`config.mk`:
```
export PLATFORM = sky130hd
export DESIGN_NAME = ar_condicionado_multizona
export DESIGN_NICKNAME = d
export VERILOG_FILES = /design/src/rtl/ar_condicionado_multizona.sv
export SDC_FILE = /design/constraint.sdc
export NUM_CORES = 1
export LEC_CHECK = 0
export BUFFER_PORTS_ARGS = -buffer_cell sky130_fd_sc_hd__clkbuf_2
export CAP_MARGIN = 20
export CORE_ASPECT_RATIO = 1.1
export CORE_MARGIN = 2
export CORE_UTILIZATION = 46
export CTS_CLUSTER_DIAMETER = 150
export DETAILED_ROUTE_END_ITERATION = 10
export GPL_TIMING_DRIVEN = 0
export PLACE_DENSITY_LB_ADDON = 0.1
export SLEW_MARGIN = 20
export SYNTH_ARGS = -nofsm -noshare
export SYNTH_HDL_FRONTEND = slang
export SYNTH_SLANG_ARGS = --single-unit
```
`constraint.sdc`:
```
create_clock -name clk_2 -period 2.64 [get_ports clk_2]
set_input_delay 0.264 -clock clk_2 [delete_from_list [all_inputs] [get_ports clk_2]]
set_output_delay 0.264 -clock clk_2 [all_outputs]
set_load 0.005 [all_outputs]
```
`src/rtl/ar_condicionado_multizona.sv`:
```
// Multi-zone air-conditioner controller: shared auto-repeat buttons set each zone's desired
// temperature, real temperatures slew toward their targets, and zones held at max drip.
module ar_condicionado_multizona #(
    parameter int NZONES        = 2,
    parameter int NBITS_TEMP    = 4,
    parameter int TEMP_MIN      = 0,
    parameter int TEMP_MAX      = 15,
    parameter int TEMP_AMB      = 8,
    parameter int STEP_DIV      = 2,
    parameter int HOLD_DELAY    = 3,
    parameter int REPEAT_PERIOD = 2,
    parameter int DRIP_START    = 10,
    parameter int DRIP_LEN      = 4,
    localparam int ZW           = (NZONES > 1) ? $clog2(NZONES) : 1
) (
    input  logic                         clk_2,
    input  logic                         reset_n,
    input  logic [ZW-1:0]                zone_sel,
    input  logic                         aumentar,
    input  logic                         diminuir,
    input  logic [NZONES-1:0]            zone_on,
    output logic [NZONES*NBITS_TEMP-1:0] temp_real,
    output logic [NZONES*NBITS_TEMP-1:0] temp_desejada,
    output logic [NZONES-1:0]            pingando,
    output logic [NZONES-1:0]            estavel
);
    localparam int HW = 8;
    localparam int SW = $clog2(STEP_DIV + 1);
    localparam int DW = $clog2(DRIP_START + 1);
    localparam int LW = $clog2(DRIP_LEN + 1);
    localparam logic [NBITS_TEMP-1:0] T_MIN   = NBITS_TEMP'(TEMP_MIN);
    localparam logic [NBITS_TEMP-1:0] T_MAX   = NBITS_TEMP'(TEMP_MAX);
    localparam logic [NBITS_TEMP-1:0] T_AMB   = NBITS_TEMP'(TEMP_AMB);
    localparam logic [NBITS_TEMP:0]   T_MAX_W = (NBITS_TEMP + 1)'(TEMP_MAX);

    typedef enum logic [1:0] {ESTAVEL, AUMENTA, DIMINUI} btn_state_t;

    btn_state_t    state, state_next;
    logic [ZW-1:0] lat_zone, lat_next;
    logic [HW-1:0] hold_cnt, hold_next, hold_inc;
    logic [31:0]   since_delay;
    logic          up, dn, repeat_fire, step_en, step_up;

    assign up          = aumentar & ~diminuir;
    assign dn          = diminuir & ~aumentar;
    assign hold_inc    = (hold_cnt == '1) ? hold_cnt : hold_cnt + HW'(1);
    assign since_delay = 32'(hold_cnt) - 32'(HOLD_DELAY);
    assign repeat_fire = (32'(hold_cnt) >= 32'(HOLD_DELAY)) &&
                         ((since_delay % 32'(REPEAT_PERIOD)) == 32'd0);

    // NOTE: sequential state is written with <= so every flop samples pre-edge values.
    always_ff @(posedge clk_2 or negedge reset_n) begin
        if (!reset_n) begin
            state    <= ESTAVEL;
            lat_zone <= '0;
            hold_cnt <= '0;
        end else begin
            state    <= state_next;
            lat_zone <= lat_next;
            hold_cnt <= hold_next;
        end
    end

    // NOTE: every output of this block gets a default first so no path infers a latch.
    always_comb begin
        state_next = state;
        lat_next   = lat_zone;
        hold_next  = hold_cnt;
        step_en    = 1'b0;
        step_up    = 1'b0;
        unique case (state)
            ESTAVEL: begin
                if (up || dn) begin
                    step_en    = 1'b1;
                    step_up    = up;
                    lat_next   = zone_sel;
                    hold_next  = '0;
                    state_next = up ? AUMENTA : DIMINUI;
                end
            end
            AUMENTA, DIMINUI: begin
                if ((state == AUMENTA && dn) || (state == DIMINUI && up)) begin
                    // Reversal restarts the press cycle on the currently selected zone.
                    step_en    = 1'b1;
                    step_up    = up;
                    lat_next   = zone_sel;
                    hold_next  = '0;
                    state_next = up ? AUMENTA : DIMINUI;
                end else if ((up || dn) && zone_sel == lat_zone) begin
                    hold_next = hold_inc;
                    step_en   = repeat_fire;
                    step_up   = up;
                end else begin
                    state_next = ESTAVEL;
                end
            end
            default: state_next = ESTAVEL;
        endcase
    end

    logic [NBITS_TEMP-1:0] real_q   [NZONES];
    logic [NBITS_TEMP-1:0] des_q    [NZONES];
    logic [NBITS_TEMP-1:0] real_nx  [NZONES];
    logic [NBITS_TEMP-1:0] des_nx   [NZONES];
    logic [NBITS_TEMP-1:0] target   [NZONES];
    logic [NBITS_TEMP:0]   des_inc  [NZONES];
    logic [DW-1:0]         drip_cnt [NZONES];
    logic [LW-1:0]         len_cnt  [NZONES];
    logic [NZONES-1:0]     ping_q;
    logic [SW-1:0]         step_cnt;
    logic                  tick;

    assign tick = (step_cnt == SW'(STEP_DIV - 1));

    always_comb begin
        for (int z = 0; z < NZONES; z++) begin
            des_inc[z] = {1'b0, des_q[z]} + (NBITS_TEMP + 1)'(1);
            des_nx[z]  = des_q[z];
            target[z]  = zone_on[z] ? des_q[z] : T_AMB;
            real_nx[z] = real_q[z];
            if (step_en && int'(zone_sel) == z) begin
                if (step_up)
                    des_nx[z] = (des_inc[z] > T_MAX_W) ? T_MAX : des_inc[z][NBITS_TEMP-1:0];
                else
                    des_nx[z] = (des_q[z] <= T_MIN) ? T_MIN : des_q[z] - NBITS_TEMP'(1);
            end
            if (tick) begin
                if (real_q[z] < target[z])
                    real_nx[z] = real_q[z] + NBITS_TEMP'(1);
                else if (real_q[z] > target[z])
                    real_nx[z] = real_q[z] - NBITS_TEMP'(1);
            end
        end
    end

    // NOTE: the per-zone arrays are small register banks, not RAM, so all of them are reset.
    always_ff @(posedge clk_2 or negedge reset_n) begin
        if (!reset_n) begin
            step_cnt <= '0;
            ping_q   <= '0;
            for (int z = 0; z < NZONES; z++) begin
                real_q[z]   <= T_MIN;
                des_q[z]    <= T_MIN;
                drip_cnt[z] <= '0;
                len_cnt[z]  <= '0;
            end
        end else begin
            step_cnt <= tick ? '0 : step_cnt + SW'(1);
            for (int z = 0; z < NZONES; z++) begin
                real_q[z] <= real_nx[z];
                des_q[z]  <= des_nx[z];
                // A started drip always runs its full length regardless of temp or power.
                if (ping_q[z]) begin
                    drip_cnt[z] <= '0;
                    if (len_cnt[z] == LW'(DRIP_LEN - 1)) begin
                        ping_q[z]  <= 1'b0;
                        len_cnt[z] <= '0;
                    end else begin
                        len_cnt[z] <= len_cnt[z] + LW'(1);
                    end
                end else if (zone_on[z] && real_q[z] == T_MAX) begin
                    if (drip_cnt[z] == DW'(DRIP_START - 1)) begin
                        ping_q[z]   <= 1'b1;
                        len_cnt[z]  <= '0;
                        drip_cnt[z] <= '0;
                    end else begin
                        drip_cnt[z] <= drip_cnt[z] + DW'(1);
                    end
                end else begin
                    drip_cnt[z] <= '0;
                end
            end
        end
    end

    assign pingando = ping_q;

    always_comb begin
        temp_real     = '0;
        temp_desejada = '0;
        estavel       = '0;
        for (int z = 0; z < NZONES; z++) begin
            temp_real[z*NBITS_TEMP +: NBITS_TEMP]     = real_q[z];
            temp_desejada[z*NBITS_TEMP +: NBITS_TEMP] = des_q[z];
            estavel[z] = zone_on[z] && (real_q[z] == des_q[z]);
        end
    end
endmodule

```
==> impl_metrics.csv, run 1 <==
group,metric,value,unit
outcome,status,"finished with violations",
outcome,violations,"hold timing",
critical_path,start_kind,"register",
finish,final_cell_mix,"45 x dfrtp_1, 35 x nand2_1, 30 x nor2_1, 30 x ha_1, 25 x clkbuf_2",
detailed_routing,met1_length,2700,um
timing,fin_crit,2.41,ns
yosys,ys_types,51,
yosys,yosysWarningCount,0,
yosys,synth-edff-count,0,
pwr,leakagePower,1.58,nW
global_routing,grt_pass1_vias,2242,
finish,utilization,52.8,%
min_path,hp-class,"in2async",
global_routing,grt_max_degree,46,
timing,holdWs,-0.00813,ns
timing,tightest_slew,0.611,ns
yosys,synthCells,327,
critical_path,critPathArrivalTime,2.60,ns
detailed_routing,met2WireLength,2610,um
clock_tree,numCtsBuffers,5,
detailed_routing,ant_nets,0,
pwr,vdd_drop_max,0.712,mV
yosys,ys.flop_type,"dfrtp_1",
clock_tree,h-tree-depth,2,
placed_design,gp_congestion,0.770,
clock_tree,root_buffer,"clkbuf_8",
detailed_routing,wl_met3,158,um
die,coreArea,6230,sq um
clock_tree,post_cts_buffers,0,
die,dieArea,7160,sq um
detailed_routing,dr.max_layer_used,"met4",
finish,layout_commonest_cell,"dfrtp_1",
global_routing,overflow,0,
yosys,synth_area,2990,sq um
detailed_routing,drt-initial-drc-count,53,
critical_path,crit_path_max_fanout,11,
yosys,ys_seq_area_share,37.7,%
timing,drv_slew,0,
timing,slew_headroom,59.3,%
finish,nNetsFinal,393,
clock_tree,cts_buffer_depth,2,
die,boundaryPins,27,
clock_tree,cts.sinks,45,
timing,setup_viol,0,
timing,rsz0062_at_grt,"no",
timing,finalHoldViolCount,13,
timing,post-route-period-util,91.4,%
finish,num_antenna_cells,0,
yosys,syn_nets,366,
pwr,power_density,1110,nW/um^2
finish,syn2layout_area_growth,10.0,%
timing,clock-skew-final,0.00644,ns
finish,drive_gt1_share,14.6,%
die,rows,30,
detailed_routing,vias_per_cell,5.34,
clock_tree,clkTransAtPathRegs,0.09,ns
detailed_routing,drc_errors,0,
yosys,async_reset_ff_share,100,%
die,die_h,88.6,um
detailed_routing,avgRoutedWirePerCell,12.7,um
global_routing,grt_antenna_before_repair,0,
run,maxCapViolCount,0,
timing,setup_slack,0.226,ns
global_routing,grt_pass1_wl,9850,um
clock_tree,insertion_delay,0.30,ns
global_routing,grt_use_total,17.3,%
placed_design,io_buffers,26,
yosys,synth-seq-cells,45,
detailed_routing,first_pass_iters,4,
critical_path,setup.worst_path.end_class,"register",
detailed_routing,num_vias,2323,
detailed_routing,wirelength,5540,um
clock_tree,cts_tree,"built",
critical_path,critPathKind,"reg2reg",
yosys,avgSynthCellArea,9.14,sq um
placed_design,pre_cts_ws,-0.243,ns
timing,max_freq,0.414,GHz
die,start_util,48.0,%
placed_design,hpwl,3980,um
critical_path,cp.required,2.82,ns
die,die_w,80.9,um
finish,fillers,610,
==> metal layers <==
layer,vias to the layer above,global-route usage [%]
met5,-,0
met1,1110,22.1
met4,0,5.55
met2,23,29.5
li1,1184,-
met3,6,3.57
==> final timing paths <==
check	from	end	slack [ns]	cells past startpoint
worst max-delay path	temp_desejada[7]$_DFFE_PN0P_	temp_real[7]$_DFFE_PN0P_	0.23	10
worst min-delay path	reset_n	drip_cnt[6]$_DFF_PN0_	-0.008	1
worst max register to register	temp_desejada[7]$_DFFE_PN0P_	temp_real[7]$_DFFE_PN0P_	0.23	10
worst min register to register	step_cnt[0]$_DFF_PN0_	step_cnt[0]$_DFF_PN0_	0.46	1
max in group asynchronous	reset_n	temp_real[6]$_DFFE_PN0P_	2.24	1
min in group clk_2	zone_sel	lat_zone$_DFFE_PN0P_	0.30	2
==> report_power, final <==
part           switching [mW]  internal, mW  total (mW)
clock                   0.235         0.184       0.419
combinational            1.06         0.985        2.05
sequential              0.320         0.865        1.19
==> stage by stage <==
step / power (mW) / hold slack [ns] / cell area [sq um] / TNS [ns] / cells
detailed placement: 3.25 / 0.358 / 3220 / -0.434 / 433
CTS: 3.73 / 0.0235 / 3310 / 0 / 440
finish: 3.65 / -0.00813 / 3290 / 0 / 435
global route: 4.06 / 0.0567 / 3290 / 0 / 435
floorplan: 2.74 / -0.0316 / 2990 / 0 / 327
global placement: 3.19 / 0.430 / 3220 / -0.350 / 433
==> cell usage after synthesis, types with 3 or more instances <==
cell       n  area share [%]
a21o_1     4             1.0
a21oi_1   17             2.8
and2_1     3            0.63
and3_1     4            0.84
buf_2      4            0.67
clkbuf_1   6            0.75
dfrtp_1   45              38
ha_1      30              13
inv_1     23             2.9
mux2_2     3             1.1
nand2_1   35             4.4
nand2b_1   5             1.0
nand3_1   10             1.7
nand4_1    4            0.84
nor2_1    30             3.8
nor2b_1    5             1.0
nor3_1     7             1.2
nor4_1     3            0.63
o21ai_0   15             2.5
o21ai_1    5            0.84
o41ai_1    3            0.88
or3_1      4            0.84
xnor2_1   13             3.8
xor2_1    13             3.8
==> state kept, by name, summed over array words and instances (netlist names) <==
register and flops:
drip_cnt 8, hold_cnt 8, temp_desejada 8, temp_real 8
len_cnt 6, pingando 2, state 2, step_cnt 2
lat_zone 1
==> timing repair <==
item                       CTS  global route
gates resized for setup      4             0
hold buffers                 0             0
setup endpoints to repair    2             2
hold endpoints to repair     0             0
cloned                       0             0
==> critical path, stage by stage, from the launching register on <==
cell	delay (ns)
dfrtp_1	0.57
nor2b_1	0.09
ha_1	0.30
nand2_1	0.08
o21ai_2	0.25
ha_1	0.29
a21o_1	0.17
a21oi_1	0.16
xnor2_1	0.14
nand2_1	0.08
xnor2_1	0.15
==> final cells by class <==
| type | count | area [sq um] | area share (%) |
|---|---|---|---|
| multi-input combinational | 248 | 1740 | 52.7 |
| inverter | 23 | 86.3 | 2.62 |
| clock inverter | 2 | 10.0 | 0.304 |
| buffer | 5 | 27.5 | 0.837 |
| timing repair buffer | 26 | 133 | 4.03 |
| tap | 80 | 100 | 3.04 |
| clock buffer | 6 | 72.6 | 2.21 |
| sequential | 45 | 1130 | 34.2 |
==> cell families after synthesis <==
| kind of cell | Yosys count | synth area share [%] |
|---|---|---|
| AND/OR/NAND/NOR | 121 | 20.2 |
| AO/OA/AOI/OAI | 64 | 14.3 |
| flip-flops | 45 | 37.7 |
| buffers and inverters | 34 | 4.56 |
| adder cells (fa/ha/maj) | 32 | 13.9 |
| XOR/XNOR | 26 | 7.62 |
| multiplexers | 5 | 1.80 |
(Power assumes the default switching activity.)
==> inputs of run 2 (changes only) <==
- CORE_UTILIZATION: 46 -> 45
==> run 2 against run 1 <==
The run now ends clean. Clock skew shrank 0.0021 ns. Maximum frequency grew 0.85%. Largest cell class unchanged. Critical path depth stayed put. Via count decreased by 1.5%.
==> impl_metrics.csv, run 2 (synthesis gave the netlist of run 1 again) <==
group,metric,value,unit
outcome,status,"completed",
detailed_routing,avgRoutedWirePerCell,12.7,um
timing,rsz0062_at_grt,"no",
placed_design,hpwl,3970,um
critical_path,crit_path_max_fanout,10,
timing,setup_slack,0.246,ns
global_routing,grt_use_total,17.0,%
finish,fin_cells,436,
critical_path,setup.worst_path.end_class,"register",
die,dieArea,7310,sq um
die,die_h,89.5,um
die,die_w,81.7,um
timing,slew_headroom,58.3,%
clock_tree,post_cts_buffers,0,
global_routing,grt_pass1_vias,2158,
timing,setup_viol,0,
global_routing,grt_max_degree,46,
clock_tree,numCtsBuffers,5,
critical_path,critPathArrivalTime,2.57,ns
finish,num_antenna_cells,0,
timing,fin_crit,2.39,ns
clock_tree,h-tree-depth,2,
detailed_routing,drc_errors,0,
critical_path,path_cells,"nand2_1 > ha_1 > nand2_1 > o21ai_2 > ha_1 > a21o_1 > a21oi_1 > xnor2_1 > nand2_1 > xnor2_1",
placed_design,place_area,3230,sq um
placed_design,gp_congestion,0.780,
timing,drv_slew,0,
clock_tree,cts.sinks,45,
run,maxCapViolCount,0,
finish,final_cell_mix,"44 x dfrtp_1, 35 x nand2_1, 30 x nor2_1, 30 x ha_1, 25 x clkbuf_2",
critical_path,cpLargestDelayFamily,"compound AO/OA/AOI/OAI gates",
pwr,power_density,1110,nW/um^2
placed_design,pre_cts_ws,-0.239,ns
die,start_util,45.9,%
critical_path,cp_common_cell,"nand2_1",
critical_path,critPathKind,"reg2reg",
clock_tree,insertion_delay,0.29,ns
finish,utilization,50.6,%
min_path,hp-class,"in2async",
detailed_routing,num_vias,2289,
die,coreArea,6520,sq um
placed_design,dp_cells,435,
die,boundaryPins,27,
timing,post-route-period-util,90.7,%
critical_path,critPathMaxStageDelay,0.56,ns
detailed_routing,drt-initial-drc-count,169,
pwr,power,3.65,mW
critical_path,start_kind,"register",
die,rows,31,
timing,max_freq,0.418,GHz
clock_tree,clkTransAtPathRegs,0.08,ns
timing,tns,0,ns
detailed_routing,wirelength,5520,um
detailed_routing,vias_per_cell,5.25,
pwr,vdd_drop_max,0.537,mV
critical_path,cp.required,2.81,ns
detailed_routing,ant_nets,0,
global_routing,overflow,0,
timing,tightest_slew,0.626,ns
finish,nNetsFinal,393,
clock_tree,cts_buffer_depth,2,
finish,finalInstanceArea,3300,sq um
timing,holdWs,0.0193,ns
finish,drive_gt1_share,14.7,%
pwr,leakagePower,1.57,nW
detailed_routing,first_pass_iters,4,
critical_path,cp_slowest_cell,"dfrtp_1",
clock_tree,root_buffer,"clkbuf_8",
global_routing,grt_pass1_wl,9800,um
critical_path,crit_buf_inv,0,
timing,clock-skew-final,0.00435,ns
finish,syn2layout_area_growth,10.3,%
timing,finalHoldViolCount,0,
clock_tree,cts_tree,"built",
placed_design,io_buffers,26,
finish,layout_commonest_cell,"dfrtp_1",
global_routing,grt_antenna_before_repair,0,
-- run 2: power breakdown --
group | switching [mW] | internal, mW | total, mW
sequential | 0.324 | 0.867 | 1.19
combinational | 1.05 | 0.980 | 2.03
clock | 0.219 | 0.208 | 0.427
-- run 2: cell type report --
class / count / area [sq um]
plain buffers: 5 / 27.5
clock buffers: 7 / 86.3
fillers: 614 / 3220
inverters: 23 / 86.3
multi-input cells: 248 / 1740
flip-flops and latches: 45 / 1130
well taps: 82 / 103
repair buffers: 26 / 133
-- run 2: worst paths after layout --
kind	start	slack [ns]	cells past startpoint	end
min	reset_n	0.02	1	drip_cnt[5]$_DFF_PN0_
min in group clk_2	zone_sel	0.32	2	lat_zone$_DFFE_PN0P_
max in group asynchronous	reset_n	2.17	1	temp_desejada[7]$_DFFE_PN0P_
max	temp_desejada[6]$_DFFE_PN0P_	0.25	10	temp_real[7]$_DFFE_PN0P_
max reg2reg	temp_desejada[6]$_DFFE_PN0P_	0.25	10	temp_real[7]$_DFFE_PN0P_
min reg2reg	step_cnt[0]$_DFF_PN0_	0.45	1	step_cnt[0]$_DFF_PN0_
-- run 2: worst reg2reg max path: stages, from the launching register on --
cell	delay (ns)
dfrtp_1	0.56
nand2_1	0.10
ha_1	0.27
nand2_1	0.07
o21ai_2	0.28
ha_1	0.29
a21o_1	0.17
a21oi_1	0.17
xnor2_1	0.14
nand2_1	0.08
xnor2_1	0.15
-- run 2: what timing repair did --
action / 4_1_cts / 5_1_grt
hold buffers: 0 / 0
endpoints found under the setup margin: 2 / 2
gates resized for setup: 4 / 1
pin swaps: 0 / 1
-- run 2: routing by layer --
| metal | part of all wire (%) | global-route usage [%] | wire length, um |
|---|---|---|---|
| met3 | 3.2 | 3.43 | 174 |
| met5 | 0 | 0 | 0 |
| met4 | 0.78 | 4.09 | 43 |
| met2 | 46 | 28.1 | 2560 |
| met1 | 50 | 22.9 | 2740 |
==> inputs of run 3 (changes only) <==
- CORE_UTILIZATION: 45 -> 40
- HOLD_SLACK_MARGIN: unset -> 0.1
==> run 3 against run 2 <==
Count of clock-buffer cells in the layout is 2 lower. Global-route usage is 1.9 points lower. Combinational power hardly changed. Critical endpoint unchanged.
==> impl_metrics.csv, run 3 (synthesis gave the netlist of run 1 again) <==
group,metric,value,unit
detailed_routing,avgRoutedWirePerCell,12.7,um
placed_design,hpwl,4100,um
critical_path,crit_path_max_fanout,8,
timing,rsz0062_at_grt,"no",
timing,slew_headroom,57.8,%
clock_tree,cts.sinks,45,
clock_tree,numCtsBuffers,5,
critical_path,rr_worst_depth,12,
global_routing,overflow,0,
die,dieArea,8180,sq um
timing,drv_slew,0,
clock_tree,insertion_delay,0.30,ns
timing,max_freq,0.412,GHz
finish,syn2layout_area_growth,12.6,%
timing,tns,0,ns
detailed_routing,wirelength,5650,um
critical_path,setup.worst_path.end_class,"register",
timing,setup_viol,0,
timing,post-route-period-util,92.0,%
timing,fin_crit,2.43,ns
global_routing,grt_use_total,15.1,%
clock_tree,cts_tree,"built",
detailed_routing,num_vias,2310,
placed_design,pre_cts_ws,-0.275,ns
critical_path,cp-endpoint,"temp_real[7]$_DFFE_PN0P_",
global_routing,grt_pass1_wl,10000,um
die,rows,33,
critical_path,reg2reg_from,"temp_desejada[4]$_DFFE_PN0P_",
clock_tree,cts_buffer_depth,2,
detailed_routing,first_pass_iters,4,
critical_path,r2r_setup_slack,0.21,ns
clock_tree,post_cts_buffers,0,
finish,drive_gt1_share,15.4,%
global_routing,grt_pass1_vias,2290,
timing,clock-skew-final,0.00464,ns
finish,nNetsFinal,395,
timing,tightest_slew,0.634,ns
clock_tree,h-tree-depth,2,
critical_path,start_kind,"register",
finish,num_antenna_cells,0,
finish,final_cell_mix,"44 x dfrtp_1, 35 x nand2_1, 30 x nor2_1, 30 x ha_1, 26 x clkbuf_2",
min_path,hp-class,"in2reg",
global_routing,grt_max_degree,46,
critical_path,cp.required,2.82,ns
timing,holdWs,0.307,ns
die,coreArea,7350,sq um
finish,fillers,719,
critical_path,r2r-end,"temp_real[7]$_DFFE_PN0P_",
critical_path,critPathKind,"reg2reg",
placed_design,gp_congestion,0.785,
die,boundaryPins,27,
run,maxCapViolCount,0,
placed_design,io_buffers,26,
die,die_w,86.4,um
detailed_routing,vias_per_cell,5.20,
pwr,vdd_drop_max,0.332,mV
detailed_routing,drc_errors,0,
finish,layout_commonest_cell,"dfrtp_1",
pwr,leakagePower,1.61,nW
placed_design,dp_cells,440,
global_routing,grt_antenna_before_repair,0,
die,die_h,94.7,um
critical_path,critPathArrivalTime,2.61,ns
finish,fin_cells,444,
detailed_routing,ant_nets,0,
clock_tree,clkTransAtPathRegs,0.08,ns
die,start_util,40.7,%
outcome,status,"completed",
pwr,power_density,1140,nW/um^2
detailed_routing,drt-initial-drc-count,77,
timing,finalHoldViolCount,0,
critical_path,critical_path.startpoint,"temp_desejada[4]$_DFFE_PN0P_",
timing,setup_slack,0.212,ns
clock_tree,root_buffer,"clkbuf_8",
run 3: cell count changes in the layout (fill, tap and decap cells not counted):
| cell | delta |
|---|---|
| clkbuf_8 | -1 |
| dlygate4sd3_1 | +1 |
| clkinv_2 | +1 |
| clkbuf_2 | +1 |
| clkbuf_1 | -1 |
| bufinv_16 | +2 |
run 3: cell type report:
type	instances	area, sq um	share of cell area, %
Multi-Input combinational cell	248	1740	51.5
Sequential cell	45	1130	33.5
Timing Repair Buffer	27	143	4.24
Tap cell	87	109	3.23
Inverter	23	86.3	2.56
Clock buffer	5	68.8	2.04
Clock inverter	3	65.1	1.93
Buffer	6	32.5	0.966
run 3: worst min-delay path by stage:
stage / start / endpoint / slack [ns] / cells after the start
2_1_floorplan: reset_n / drip_cnt[0]$_DFF_PN0_ / -0.03 / 0
3_3_place_gp: step_cnt[0]$_DFF_PN0_ / step_cnt[0]$_DFF_PN0_ / 0.43 / 1
3_5_place_dp: reset_n / len_cnt[3]$_DFFE_PN0P_ / 0.36 / 1
4_1_cts: zone_sel / lat_zone$_DFFE_PN0P_ / 0.30 / 2
5_1_grt: zone_sel / lat_zone$_DFFE_PN0P_ / 0.32 / 2
6_report: zone_sel / lat_zone$_DFFE_PN0P_ / 0.31 / 2
run 3: timing repair:
action,4_1_cts,5_1_grt
resized for setup,4,3
endpoints found under the setup margin,3,2
hold endpoints to repair,45,0
pin swaps,0,1
hold buffers,1,0
run 3: where the power goes:
part           switching, mW  internal (mW)  leakage (nW)
Clock                  0.243          0.376        0.0681
Combinational           1.07          0.986         0.951
Sequential             0.308          0.867         0.587
run 3: critical path, cell delays in order (launching register included):
cell	delay, ns
dfrtp_1	0.40
clkbuf_2	0.18
and2_1	0.18
ha_1	0.17
inv_1	0.05
a21oi_1	0.07
o21ai_2	0.25
ha_1	0.29
a21o_1	0.17
a21oi_1	0.17
xnor2_1	0.14
nand2_1	0.09
xnor2_1	0.15
run 3: per-stage QoR:
step	util [%]	area [sq um]	power (mW)
6_report	45.8	3370	3.85
5_1_grt	45.8	3370	4.29
3_3_place_gp	43.9	3230	3.22
4_1_cts	46.0	3380	3.93
3_5_place_dp	44.0	3230	3.25
2_1_floorplan	-	2990	2.74
run 3: per-layer routing:
metal / vias up / routed length (um) / global-route usage (%)
met2: 24 / 2690 / 26.2
met1: 1093 / 2750 / 18.8
li1: 1188 / - / -
met4: 0 / 63 / 4.56
met5: - / 0 / 0
met3: 5 / 147 / 3.15
